$ cat src/rtl/ram_access_arbiter_pkg.sv
// Shared types for the data-RAM arbiter: FSM states, access sizes, lane count.
package ram_arb_pkg;

    localparam int LANES = 4;

    typedef enum logic [1:0] {
        IDLE   = 2'd0,
        ACCESS = 2'd1,
        RMW_WR = 2'd2
    } state_t;

    // 2'b11 is the illegal size and is deliberately left out of the enum
    typedef enum logic [1:0] {
        SZ_BYTE = 2'b00,
        SZ_HALF = 2'b01,
        SZ_WORD = 2'b10
    } mem_size_t;

endpackage

$ cat src/rtl/ram_access_arbiter_if.sv
// Fetch, load/store and RAM-side signals of the data-RAM arbiter.
// slave = arbiter view, master = requesters plus RAM (testbench) view.
interface ram_access_arbiter_if #(
    parameter int ADDR_W = 32,
    parameter int DATA_W = 32
);
    logic              if_req;
    logic [ADDR_W-1:0] if_addr;
    logic              if_gnt;
    logic              if_rvalid;
    logic [DATA_W-1:0] if_rdata;
    logic              if_err;

    logic              ls_req;
    logic              ls_we;
    logic [1:0]        ls_size;
    logic              ls_unsigned;
    logic [ADDR_W-1:0] ls_addr;
    logic [DATA_W-1:0] ls_wdata;
    logic              ls_gnt;
    logic              ls_rvalid;
    logic [DATA_W-1:0] ls_rdata;
    logic              ls_err;

    logic [ADDR_W-1:0] ram_addr;
    logic [DATA_W-1:0] ram_wdata;
    logic              ram_we;
    logic [DATA_W-1:0] ram_rdata;

    modport slave (
        input  if_req, if_addr,
        output if_gnt, if_rvalid, if_rdata, if_err,
        input  ls_req, ls_we, ls_size, ls_unsigned, ls_addr, ls_wdata,
        output ls_gnt, ls_rvalid, ls_rdata, ls_err,
        output ram_addr, ram_wdata, ram_we,
        input  ram_rdata
    );

    modport master (
        output if_req, if_addr,
        input  if_gnt, if_rvalid, if_rdata, if_err,
        output ls_req, ls_we, ls_size, ls_unsigned, ls_addr, ls_wdata,
        input  ls_gnt, ls_rvalid, ls_rdata, ls_err,
        input  ram_addr, ram_wdata, ram_we,
        output ram_rdata
    );

endinterface

$ cat src/rtl/mem_lane_align.sv
// Byte-lane logic for one RAM word: load extract/extend, sub-word store merge,
// misalignment and illegal-size detection. Purely combinational.
module mem_lane_align
    import ram_arb_pkg::*;
(
    input  logic              is_fetch,
    input  logic [1:0]        size,
    input  logic              uns,
    input  logic [1:0]        addr_lo,
    input  logic [LANES*8-1:0] rdata,
    input  logic [LANES*8-1:0] wdata,
    output logic              err,
    output logic [LANES*8-1:0] load_data,
    output logic [LANES*8-1:0] merged
);

    logic [7:0]  rl [LANES];
    logic [7:0]  bsel;
    logic [15:0] hsel;

    always_comb begin
        for (int k = 0; k < LANES; k++) begin
            rl[k] = rdata[8*k +: 8];
        end
        bsel = rl[addr_lo];
        hsel = {rl[{addr_lo[1], 1'b1}], rl[{addr_lo[1], 1'b0}]};

        load_data = rdata;
        case (size)
            SZ_BYTE: load_data = {{24{~uns & bsel[7]}}, bsel};
            SZ_HALF: load_data = {{16{~uns & hsel[15]}}, hsel};
            default: load_data = rdata;
        endcase

        merged = rdata;
        for (int k = 0; k < LANES; k++) begin
            case (size)
                SZ_BYTE: if (2'(k) == addr_lo) merged[8*k +: 8] = wdata[7:0];
                SZ_HALF: if ((k / 2) == int'(addr_lo[1]))
                             merged[8*k +: 8] = (k % 2 == 1) ? wdata[15:8] : wdata[7:0];
                default: merged[8*k +: 8] = wdata[8*k +: 8];
            endcase
        end

        // fetches are always words; byte accesses can never be misaligned
        if (is_fetch) begin
            err = (addr_lo != 2'b00);
        end else begin
            err = (size == 2'b11)
                | ((size == SZ_HALF) & addr_lo[0])
                | ((size == SZ_WORD) & (addr_lo != 2'b00));
        end
    end

endmodule

$ cat src/rtl/ram_access_arbiter.sv
// Shares the single-port data RAM between instruction fetch and load/store:
// round-robin grant in IDLE, one access per 2 cycles, sub-word stores via read-modify-write.
module ram_access_arbiter
    import ram_arb_pkg::*;
#(
    parameter int DATA_W = 32,
    parameter int ADDR_W = 32
) (
    input  logic                  clock,
    input  logic                  reset,
    ram_access_arbiter_if.slave   bus
);

    state_t            state_q, state_d;
    logic              favor_ls_q, favor_ls_d;
    logic              is_fetch_q, is_fetch_d;
    logic              we_q, we_d;
    logic [1:0]        size_q, size_d;
    logic              uns_q, uns_d;
    logic [ADDR_W-1:0] addr_q, addr_d;
    logic [DATA_W-1:0] wdata_q, wdata_d;
    logic [DATA_W-1:0] merged_q, merged_d;

    logic              if_rvalid_q, if_rvalid_d;
    logic [DATA_W-1:0] if_rdata_q, if_rdata_d;
    logic              if_err_q, if_err_d;
    logic              ls_rvalid_q, ls_rvalid_d;
    logic [DATA_W-1:0] ls_rdata_q, ls_rdata_d;
    logic              ls_err_q, ls_err_d;

    logic              if_gnt, ls_gnt;
    logic [ADDR_W-1:0] ram_addr;
    logic [DATA_W-1:0] ram_wdata;
    logic              ram_we;

    logic              lane_err;
    logic [DATA_W-1:0] lane_load;
    logic [DATA_W-1:0] lane_merged;

    mem_lane_align u_align (
        .is_fetch  (is_fetch_q),
        .size      (size_q),
        .uns       (uns_q),
        .addr_lo   (addr_q[1:0]),
        .rdata     (bus.ram_rdata),
        .wdata     (wdata_q),
        .err       (lane_err),
        .load_data (lane_load),
        .merged    (lane_merged)
    );

    always_comb begin
        state_d     = state_q;
        favor_ls_d  = favor_ls_q;
        is_fetch_d  = is_fetch_q;
        we_d        = we_q;
        size_d      = size_q;
        uns_d       = uns_q;
        addr_d      = addr_q;
        wdata_d     = wdata_q;
        merged_d    = merged_q;
        if_rvalid_d = 1'b0;
        if_rdata_d  = if_rdata_q;
        if_err_d    = if_err_q;
        ls_rvalid_d = 1'b0;
        ls_rdata_d  = ls_rdata_q;
        ls_err_d    = ls_err_q;
        if_gnt      = 1'b0;
        ls_gnt      = 1'b0;
        ram_addr    = '0;
        ram_wdata   = '0;
        ram_we      = 1'b0;

        case (state_q)
            IDLE: begin
                // grants are combinational, so keep them quiet while reset is held
                ls_gnt = ~reset & bus.ls_req & (~bus.if_req | favor_ls_q);
                if_gnt = ~reset & bus.if_req & (~bus.ls_req | ~favor_ls_q);
                if (ls_gnt) begin
                    is_fetch_d = 1'b0;
                    we_d       = bus.ls_we;
                    size_d     = bus.ls_size;
                    uns_d      = bus.ls_unsigned;
                    addr_d     = bus.ls_addr;
                    wdata_d    = bus.ls_wdata;
                    favor_ls_d = 1'b0;
                    state_d    = ACCESS;
                end else if (if_gnt) begin
                    is_fetch_d = 1'b1;
                    we_d       = 1'b0;
                    size_d     = SZ_WORD;
                    uns_d      = 1'b0;
                    addr_d     = bus.if_addr;
                    wdata_d    = '0;
                    favor_ls_d = 1'b1;
                    state_d    = ACCESS;
                end
            end
            ACCESS: begin
                ram_addr = {addr_q[ADDR_W-1:2], 2'b00};
                state_d  = IDLE;
                if (is_fetch_q) begin
                    if_rvalid_d = 1'b1;
                    if_err_d    = lane_err;
                    if_rdata_d  = lane_err ? '0 : lane_load;
                end else if (lane_err) begin
                    ls_rvalid_d = 1'b1;
                    ls_err_d    = 1'b1;
                    ls_rdata_d  = '0;
                end else if (!we_q) begin
                    ls_rvalid_d = 1'b1;
                    ls_err_d    = 1'b0;
                    ls_rdata_d  = lane_load;
                end else if (size_q == SZ_WORD) begin
                    ram_we      = 1'b1;
                    ram_wdata   = wdata_q;
                    ls_rvalid_d = 1'b1;
                    ls_err_d    = 1'b0;
                    ls_rdata_d  = '0;
                end else begin
                    merged_d = lane_merged;
                    state_d  = RMW_WR;
                end
            end
            RMW_WR: begin
                ram_addr    = {addr_q[ADDR_W-1:2], 2'b00};
                ram_we      = 1'b1;
                ram_wdata   = merged_q;
                ls_rvalid_d = 1'b1;
                ls_err_d    = 1'b0;
                ls_rdata_d  = '0;
                state_d     = IDLE;
            end
            default: state_d = IDLE;
        endcase
    end

    always_ff @(posedge clock or posedge reset) begin
        if (reset) begin
            state_q     <= IDLE;
            favor_ls_q  <= 1'b1;
            is_fetch_q  <= 1'b0;
            we_q        <= 1'b0;
            size_q      <= '0;
            uns_q       <= 1'b0;
            addr_q      <= '0;
            wdata_q     <= '0;
            merged_q    <= '0;
            if_rvalid_q <= 1'b0;
            if_rdata_q  <= '0;
            if_err_q    <= 1'b0;
            ls_rvalid_q <= 1'b0;
            ls_rdata_q  <= '0;
            ls_err_q    <= 1'b0;
        end else begin
            state_q     <= state_d;
            favor_ls_q  <= favor_ls_d;
            is_fetch_q  <= is_fetch_d;
            we_q        <= we_d;
            size_q      <= size_d;
            uns_q       <= uns_d;
            addr_q      <= addr_d;
            wdata_q     <= wdata_d;
            merged_q    <= merged_d;
            if_rvalid_q <= if_rvalid_d;
            if_rdata_q  <= if_rdata_d;
            if_err_q    <= if_err_d;
            ls_rvalid_q <= ls_rvalid_d;
            ls_rdata_q  <= ls_rdata_d;
            ls_err_q    <= ls_err_d;
        end
    end

    assign bus.if_gnt    = if_gnt;
    assign bus.if_rvalid = if_rvalid_q;
    assign bus.if_rdata  = if_rdata_q;
    assign bus.if_err    = if_err_q;
    assign bus.ls_gnt    = ls_gnt;
    assign bus.ls_rvalid = ls_rvalid_q;
    assign bus.ls_rdata  = ls_rdata_q;
    assign bus.ls_err    = ls_err_q;
    assign bus.ram_addr  = ram_addr;
    assign bus.ram_wdata = ram_wdata;
    assign bus.ram_we    = ram_we;

endmodule

$ cat src/flat_wrapper.sv
// flat-port wrapper written by rule: the top's interface ports become plain ports
module ram_access_arbiter_flat import ram_arb_pkg::*;
#(
    parameter int DATA_W = 32,
    parameter int ADDR_W = 32
)
  (clock, reset, bus_if_req, bus_if_addr, bus_if_gnt, bus_if_rvalid, bus_if_rdata, bus_if_err, bus_ls_req, bus_ls_we, bus_ls_size, bus_ls_unsigned, bus_ls_addr, bus_ls_wdata, bus_ls_gnt, bus_ls_rvalid, bus_ls_rdata, bus_ls_err, bus_ram_addr, bus_ram_wdata, bus_ram_we, bus_ram_rdata);
  ram_access_arbiter_if #(.ADDR_W(ADDR_W), .DATA_W(DATA_W)) bus_i ();
  input  logic clock;
  input  logic reset;
  input wire logic [$bits(bus_i.if_req)-1:0] bus_if_req;
  input wire logic [$bits(bus_i.if_addr)-1:0] bus_if_addr;
  output wire logic [$bits(bus_i.if_gnt)-1:0] bus_if_gnt;
  output wire logic [$bits(bus_i.if_rvalid)-1:0] bus_if_rvalid;
  output wire logic [$bits(bus_i.if_rdata)-1:0] bus_if_rdata;
  output wire logic [$bits(bus_i.if_err)-1:0] bus_if_err;
  input wire logic [$bits(bus_i.ls_req)-1:0] bus_ls_req;
  input wire logic [$bits(bus_i.ls_we)-1:0] bus_ls_we;
  input wire logic [$bits(bus_i.ls_size)-1:0] bus_ls_size;
  input wire logic [$bits(bus_i.ls_unsigned)-1:0] bus_ls_unsigned;
  input wire logic [$bits(bus_i.ls_addr)-1:0] bus_ls_addr;
  input wire logic [$bits(bus_i.ls_wdata)-1:0] bus_ls_wdata;
  output wire logic [$bits(bus_i.ls_gnt)-1:0] bus_ls_gnt;
  output wire logic [$bits(bus_i.ls_rvalid)-1:0] bus_ls_rvalid;
  output wire logic [$bits(bus_i.ls_rdata)-1:0] bus_ls_rdata;
  output wire logic [$bits(bus_i.ls_err)-1:0] bus_ls_err;
  output wire logic [$bits(bus_i.ram_addr)-1:0] bus_ram_addr;
  output wire logic [$bits(bus_i.ram_wdata)-1:0] bus_ram_wdata;
  output wire logic [$bits(bus_i.ram_we)-1:0] bus_ram_we;
  input wire logic [$bits(bus_i.ram_rdata)-1:0] bus_ram_rdata;
  assign bus_i.if_req = bus_if_req;
  assign bus_i.if_addr = bus_if_addr;
  assign bus_if_gnt = bus_i.if_gnt;
  assign bus_if_rvalid = bus_i.if_rvalid;
  assign bus_if_rdata = bus_i.if_rdata;
  assign bus_if_err = bus_i.if_err;
  assign bus_i.ls_req = bus_ls_req;
  assign bus_i.ls_we = bus_ls_we;
  assign bus_i.ls_size = bus_ls_size;
  assign bus_i.ls_unsigned = bus_ls_unsigned;
  assign bus_i.ls_addr = bus_ls_addr;
  assign bus_i.ls_wdata = bus_ls_wdata;
  assign bus_ls_gnt = bus_i.ls_gnt;
  assign bus_ls_rvalid = bus_i.ls_rvalid;
  assign bus_ls_rdata = bus_i.ls_rdata;
  assign bus_ls_err = bus_i.ls_err;
  assign bus_ram_addr = bus_i.ram_addr;
  assign bus_ram_wdata = bus_i.ram_wdata;
  assign bus_ram_we = bus_i.ram_we;
  assign bus_i.ram_rdata = bus_ram_rdata;
  ram_access_arbiter #(.DATA_W(DATA_W), .ADDR_W(ADDR_W)) u_core (.clock(clock), .reset(reset), .bus(bus_i));
endmodule
$ cat config.mk
export PLATFORM = sky130hd
export DESIGN_NAME = ram_access_arbiter_flat
export DESIGN_NICKNAME = d
export VERILOG_FILES = /design/src/rtl/ram_access_arbiter_pkg.sv /design/src/rtl/ram_access_arbiter_if.sv /design/src/rtl/mem_lane_align.sv /design/src/rtl/ram_access_arbiter.sv /design/src/flat_wrapper.sv
export SDC_FILE = /design/constraint.sdc
export NUM_CORES = 1
export LEC_CHECK = 0
export CAP_MARGIN = 10
export CELL_PAD_IN_SITES_DETAIL_PLACEMENT = 0
export CELL_PAD_IN_SITES_GLOBAL_PLACEMENT = 2
export CORE_ASPECT_RATIO = 0.5
export CORE_MARGIN = 8
export CORE_UTILIZATION = 30
export CTS_BUF_LIST = sky130_fd_sc_hd__clkbuf_2 sky130_fd_sc_hd__clkbuf_4 sky130_fd_sc_hd__clkbuf_8
export DETAILED_ROUTE_END_ITERATION = 10
export GPL_TIMING_DRIVEN = 0
export PLACE_DENSITY_LB_ADDON = 0.25
export SYNTH_ARGS = -nofsm -noshare
export SYNTH_HDL_FRONTEND = slang
export SYNTH_SLANG_ARGS = --single-unit
$ cat constraint.sdc
create_clock -name clock -period 10.15 [get_ports clock]
set_input_delay 2.5375 -clock clock [delete_from_list [all_inputs] [get_ports clock]]
set_output_delay 2.5375 -clock clock [all_outputs]
set_load 0.02 [all_outputs]
# Word-level counts from Yosys, hierarchy flattened
# Cells that the tools add are included.
# totals
output_inout_bits	135
register_bits	172
# op_classes
n_lt_le_gt_ge	3
mux	71
bitwise_logic	23
reduce_logical	11
eq_ne	11
# op_table
cell	n
32-bit 2-to-1 mux	14
32-bit case mux with 2 select lines	3
8-bit 2-to-1 mux	14
8-bit case mux with 2 select lines	4
8-bit binary-select mux with 2-bit select	3
1-bit 2-to-1 mux	21
2-bit 2-to-1 mux	8
3-bit greater-or-equal comparator (second input constant)	3
2-bit inverter with 3-bit output	3
1-bit bitwise AND	8
1-bit inverter	8
2-bit == test (second input constant)	3
2-bit zero test	3
1-bit case mux with 2 select lines	3
2-bit nonzero test	3
5-bit AND reduction	1
2-bit by 1-bit == test with 1-bit output (second input constant)	2
2-bit == test (first input constant)	2
4-bit != test (second input constant)	1
1-bit OR	4
2-bit case mux with 2 select lines	1
2-bit AND reduction	2
3-bit by 1-bit != test with 1-bit output (second input constant)	1
3-bit AND reduction	1
3 further kinds	3

# Longest topological paths before layout
# depth
word_depth	10
mapped_depth	8
mapped_depth_nobuf	6

# By module
# From an unflattened synthesis, not the netlist that was laid out.
# hier_totals
hier_cells	903
hier_area_um2	9190.1
# modules_own_cells
module	cells_per_inst	seq_area_each_um2	area_per_inst_um2	instances
ram_access_arbiter	686	4305.4	7633.6	1
mem_lane_align	217	0.0	1556.5	1

# Least setup slack after synthesis
# OpenSTA, ideal clock, no wires.
# synth_timing
kind	in2out
from	in reset
to	out bus_ls_gnt
cell_stages	5
setup_slack_ns	0.304
arrival_ns	7.308
path_cell_list	inv_1 > and3_1 > buf_2 > and2_1 > clkbuf_1
# synth_via
elab_chain_cells	4
# synth_lines
element	line	text
from (decl)	flat_wrapper.sv:10	input logic reset;
1-bit inverter	ram_access_arbiter.sv:77	ls_gnt = ~reset & bus.ls_req & (~bus.if_req | favor_ls_q);
1-bit bitwise AND (2 in series)	ram_access_arbiter.sv:77	
1-bit 2-to-1 mux	ram_access_arbiter.sv:74	case (state_q)
to (decl)	flat_wrapper.sv:23	output wire logic [$bits(bus_i.ls_gnt)-1:0] bus_ls_gnt;
# Every way passes these cells.

# Worst setup path in the final report
# Same ends and word-level chain as after synthesis.

==> impl_metrics.json <==
{
  "min_to": "u_core.addr_q[2]$_DFFE_PP0P_",
  "drv_cap": 0,
  "p_clk_frac": 0.178,
  "endpoint_kind": "output port",
  "seq_power_share": 0.370,
  "synth_warnings": 0,
  "drc": 0,
  "die_area_um2": 36300,
  "clk_latency_ps": 490,
  "antenna_left": 0,
  "synth_cell_types": 62,
  "synth_ff_type": "dfrtp_1",
  "wirelength_um": 38900,
  "min_period_ps": 8290,
  "grt_setup_unrepaired": "no",
  "synth_top_cell_by_area": "dfrtp_1",
  "grt_max_degree": 116,
  "cts.clk_slew.worst_paths_ps": 90,
  "synth_top_area_share": 0.473,
  "hold_buffers": 0,
  "finalCritPeriodShare": 0.816,
  "drive_gt1_frac": 0.114,
  "crit_type": "input port to output port",
  "hold_class": "flip-flop to flip-flop",
  "pwr-share-comb": 0.453,
  "numPlacedInstances": 1554,
  "ys_ff_latch": 172,
  "overflow": 0,
  "hp-start": "u_core.addr_q[2]$_DFFE_PP0P_",
  "cts_max_level": 4,
  "vias_per_cell": 5.38,
  "rrSetupSlack_ps": 7770,
  "powerDensity_nw_per_um2": 239,
  "dp_hpwl_um": 31000,
  "dp_slack_ps": 1720,
  "cts.sinks": 172,
  "timing.rr.start": "u_core.state_q[1]$_DFFE_PP0P_",
  "synth_area_per_cell_um2": 10.2,
  "synth_commonest_cells": "dfrtp_1, nand2_1, o21ai_0",
  "cp.arrival_ps": 5750,
  "skew_ps": 11.4,
  "yosysMostFrequentCell": "dfrtp_1",
  "path_max_fanout": 115,
  "first_iter_violations": 978,
  "fin_cells": 1585,
  "die_y_um": 139,
  "post_drt_wl_per_cell_um": 24.5,
  "slew_headroom": 0.368,
  "maxSlewViolCount": 0,
  "outcome": "complete, no violations",
  "synthToLayoutAreaGrowth_pct": 40.3,
  "cts_tree": "done",
  "setup_viol_count_final": 0,
  "worst_pin_slew_ps": 948,
  "fillerInstances": 2948,
  "track_usage": 0.211,
  "ctsResizeCount": 0,
  "start_util": 0.302,
  "r2r.worst_path.cells": 7,
  "cp.required_ps": 7610,
  "num_vias": 8523,
  "netSwitchingFraction": 0.402,
  "final_cell_area_um2": 12700,
  "timing.fmax_mhz": 121,
  "portBuffers": 268,
  "place_area_um2": 12300,
  "antenna_found_initial": 1,
  "intPower_mw": 1.81,
  "startpoint_type": "input port",
  "power_switching_mw": 1.22,
  "numCtsBuffers": 17,
  "root_buffer": "clkbuf_8",
  "ys_seq_area_frac": 0.476,
  "synth_edf_count": 0,
  "ctsLongestPathBuffers": 2,
  "total_leakage_power_nw": 5.17,
  "max-vdd-ir-drop_uv": 100,
  "netlist_area_um2": 9040,
  "post_cts_buffers": 0,
  "reg2reg_to": "u_core.bus.if_rdata[8]$_DFFE_PP0P_",
  "async_flop_share": 1.00,
  "ios": 271,
  "synthCells": 885,
  "worst_slack_ps": 1860,
  "final_nets": 1313,
  "num_rows": 45,
  "grt_pass1_vias": 8450,
  "place_congestion": 0.917,
  "holdPathStages": 2,
  "drtPass1Iterations": 9,
  "hold_viol": 0,
  "whs_ps": 477,
  "grt_pass1_wl_um": 57000,
  "core_area_um2": 30000,
  "fp.dieW_um": 261,
  "synthTopCellsByArea": "dfrtp_1, a22o_1, mux2i_1"
}
[layer usage]
metal  vias to the layer above  GRT usage  share of wire
li1                       3839          -              -
met4                         0     0.0466          0.011
met2                       368      0.276           0.40
met5                         -          0              0
met3                        30     0.0692          0.094
met1                      4286      0.326           0.50
[flip-flops by register name, summed over array words and instances (netlist names), 2 cells and up]
register,count
u_core.bus.if_rdata,32
u_core.state_q,2
u_core.size_q,2
u_core.bus.ls_rdata,32
u_core.merged_q,32
u_core.addr_q,32
u_core.wdata_q,32
[how the worst max path moves through the flow]
| stage | startpoint | to | slack, ps | depth (start not counted) |
|---|---|---|---|---|
| 2_1_floorplan | reset | bus_ls_gnt | 300 | 5 |
| 3_3_place_gp | reset | bus_ls_gnt | -2810 | 7 |
| 3_5_place_dp | reset | bus_ls_gnt | 1720 | 8 |
| 4_1_cts | reset | bus_ls_gnt | 1700 | 8 |
| 5_1_grt | reset | bus_ls_gnt | 1480 | 8 |
| 6_report | reset | bus_ls_gnt | 1860 | 8 |
[power by group through the flow]
stage / clock [mW] / sequential, mW / combinational [mW]
after floorplan: 0 / 1.19 / 0.648
after detailed placement: 0 / 1.12 / 1.38
after global placement: 0 / 1.12 / 1.37
after CTS: 0.552 / 1.11 / 1.38
final: 0.540 / 1.12 / 1.37
after global routing: 0.582 / 1.15 / 1.48
[critical path, cell delays in order]
cell	delay, ps
clkdlybuf4s50_1	550
inv_8	390
buf_16	450
and3_1	230
buf_2	230
and2_1	170
clkbuf_1	440
clkdlybuf4s50_1	730
[cells in the final DEF (no fill, tap or decap), types with 23 or more instances in the layout]
master             n
mux2_2            42
nand2_1           93
nor2_1            60
a222oi_1          24
clkdlybuf4s50_1  268
buf_2             23
mux2i_1           50
dfrtp_1          171
a22o_1            65
a22oi_1           32
a21oi_1           26
clkbuf_1          37
o21ai_0           91
and2_1            31
[layout make-up]
class	instances	area [um^2]	area share
clock buffer	22	278	0.0219
inverter	15	63.8	0.00503
tap	399	499	0.0394
multi-input combinational	615	4240	0.334
clock inverter	8	143	0.0112
buffer	84	439	0.0346
sequential	172	4310	0.340
timing repair buffer	269	2710	0.214
antenna	1	2.50	0.000197
[cell families (layout without fill, tap and decap cells)]
group                    count (synthesis)  in the layout  share of synthesized area
adder cells (fa/ha/maj)                  3              3                    0.00415
other                                    1              3                   0.000415
AO/OA/AOI/OAI                          304            304                      0.249
AND/OR/NAND/NOR                        214            214                      0.108
multiplexers                            92             92                      0.108
buffers and inverters                   99            398                     0.0548
flip-flops                             172            172                      0.476
[per-stage QoR]
stage / power, mW / TNS [ps] / util
2_1_floorplan: 1.84 / 0 / -
5_1_grt: 3.21 / 0 / 0.423
4_1_cts: 3.05 / 0 / 0.423
3_5_place_dp: 2.50 / 0 / 0.409
6_report: 3.03 / 0 / 0.423
3_3_place_gp: 2.49 / -41300 / 0.408
(Power assumes the default switching activity.)
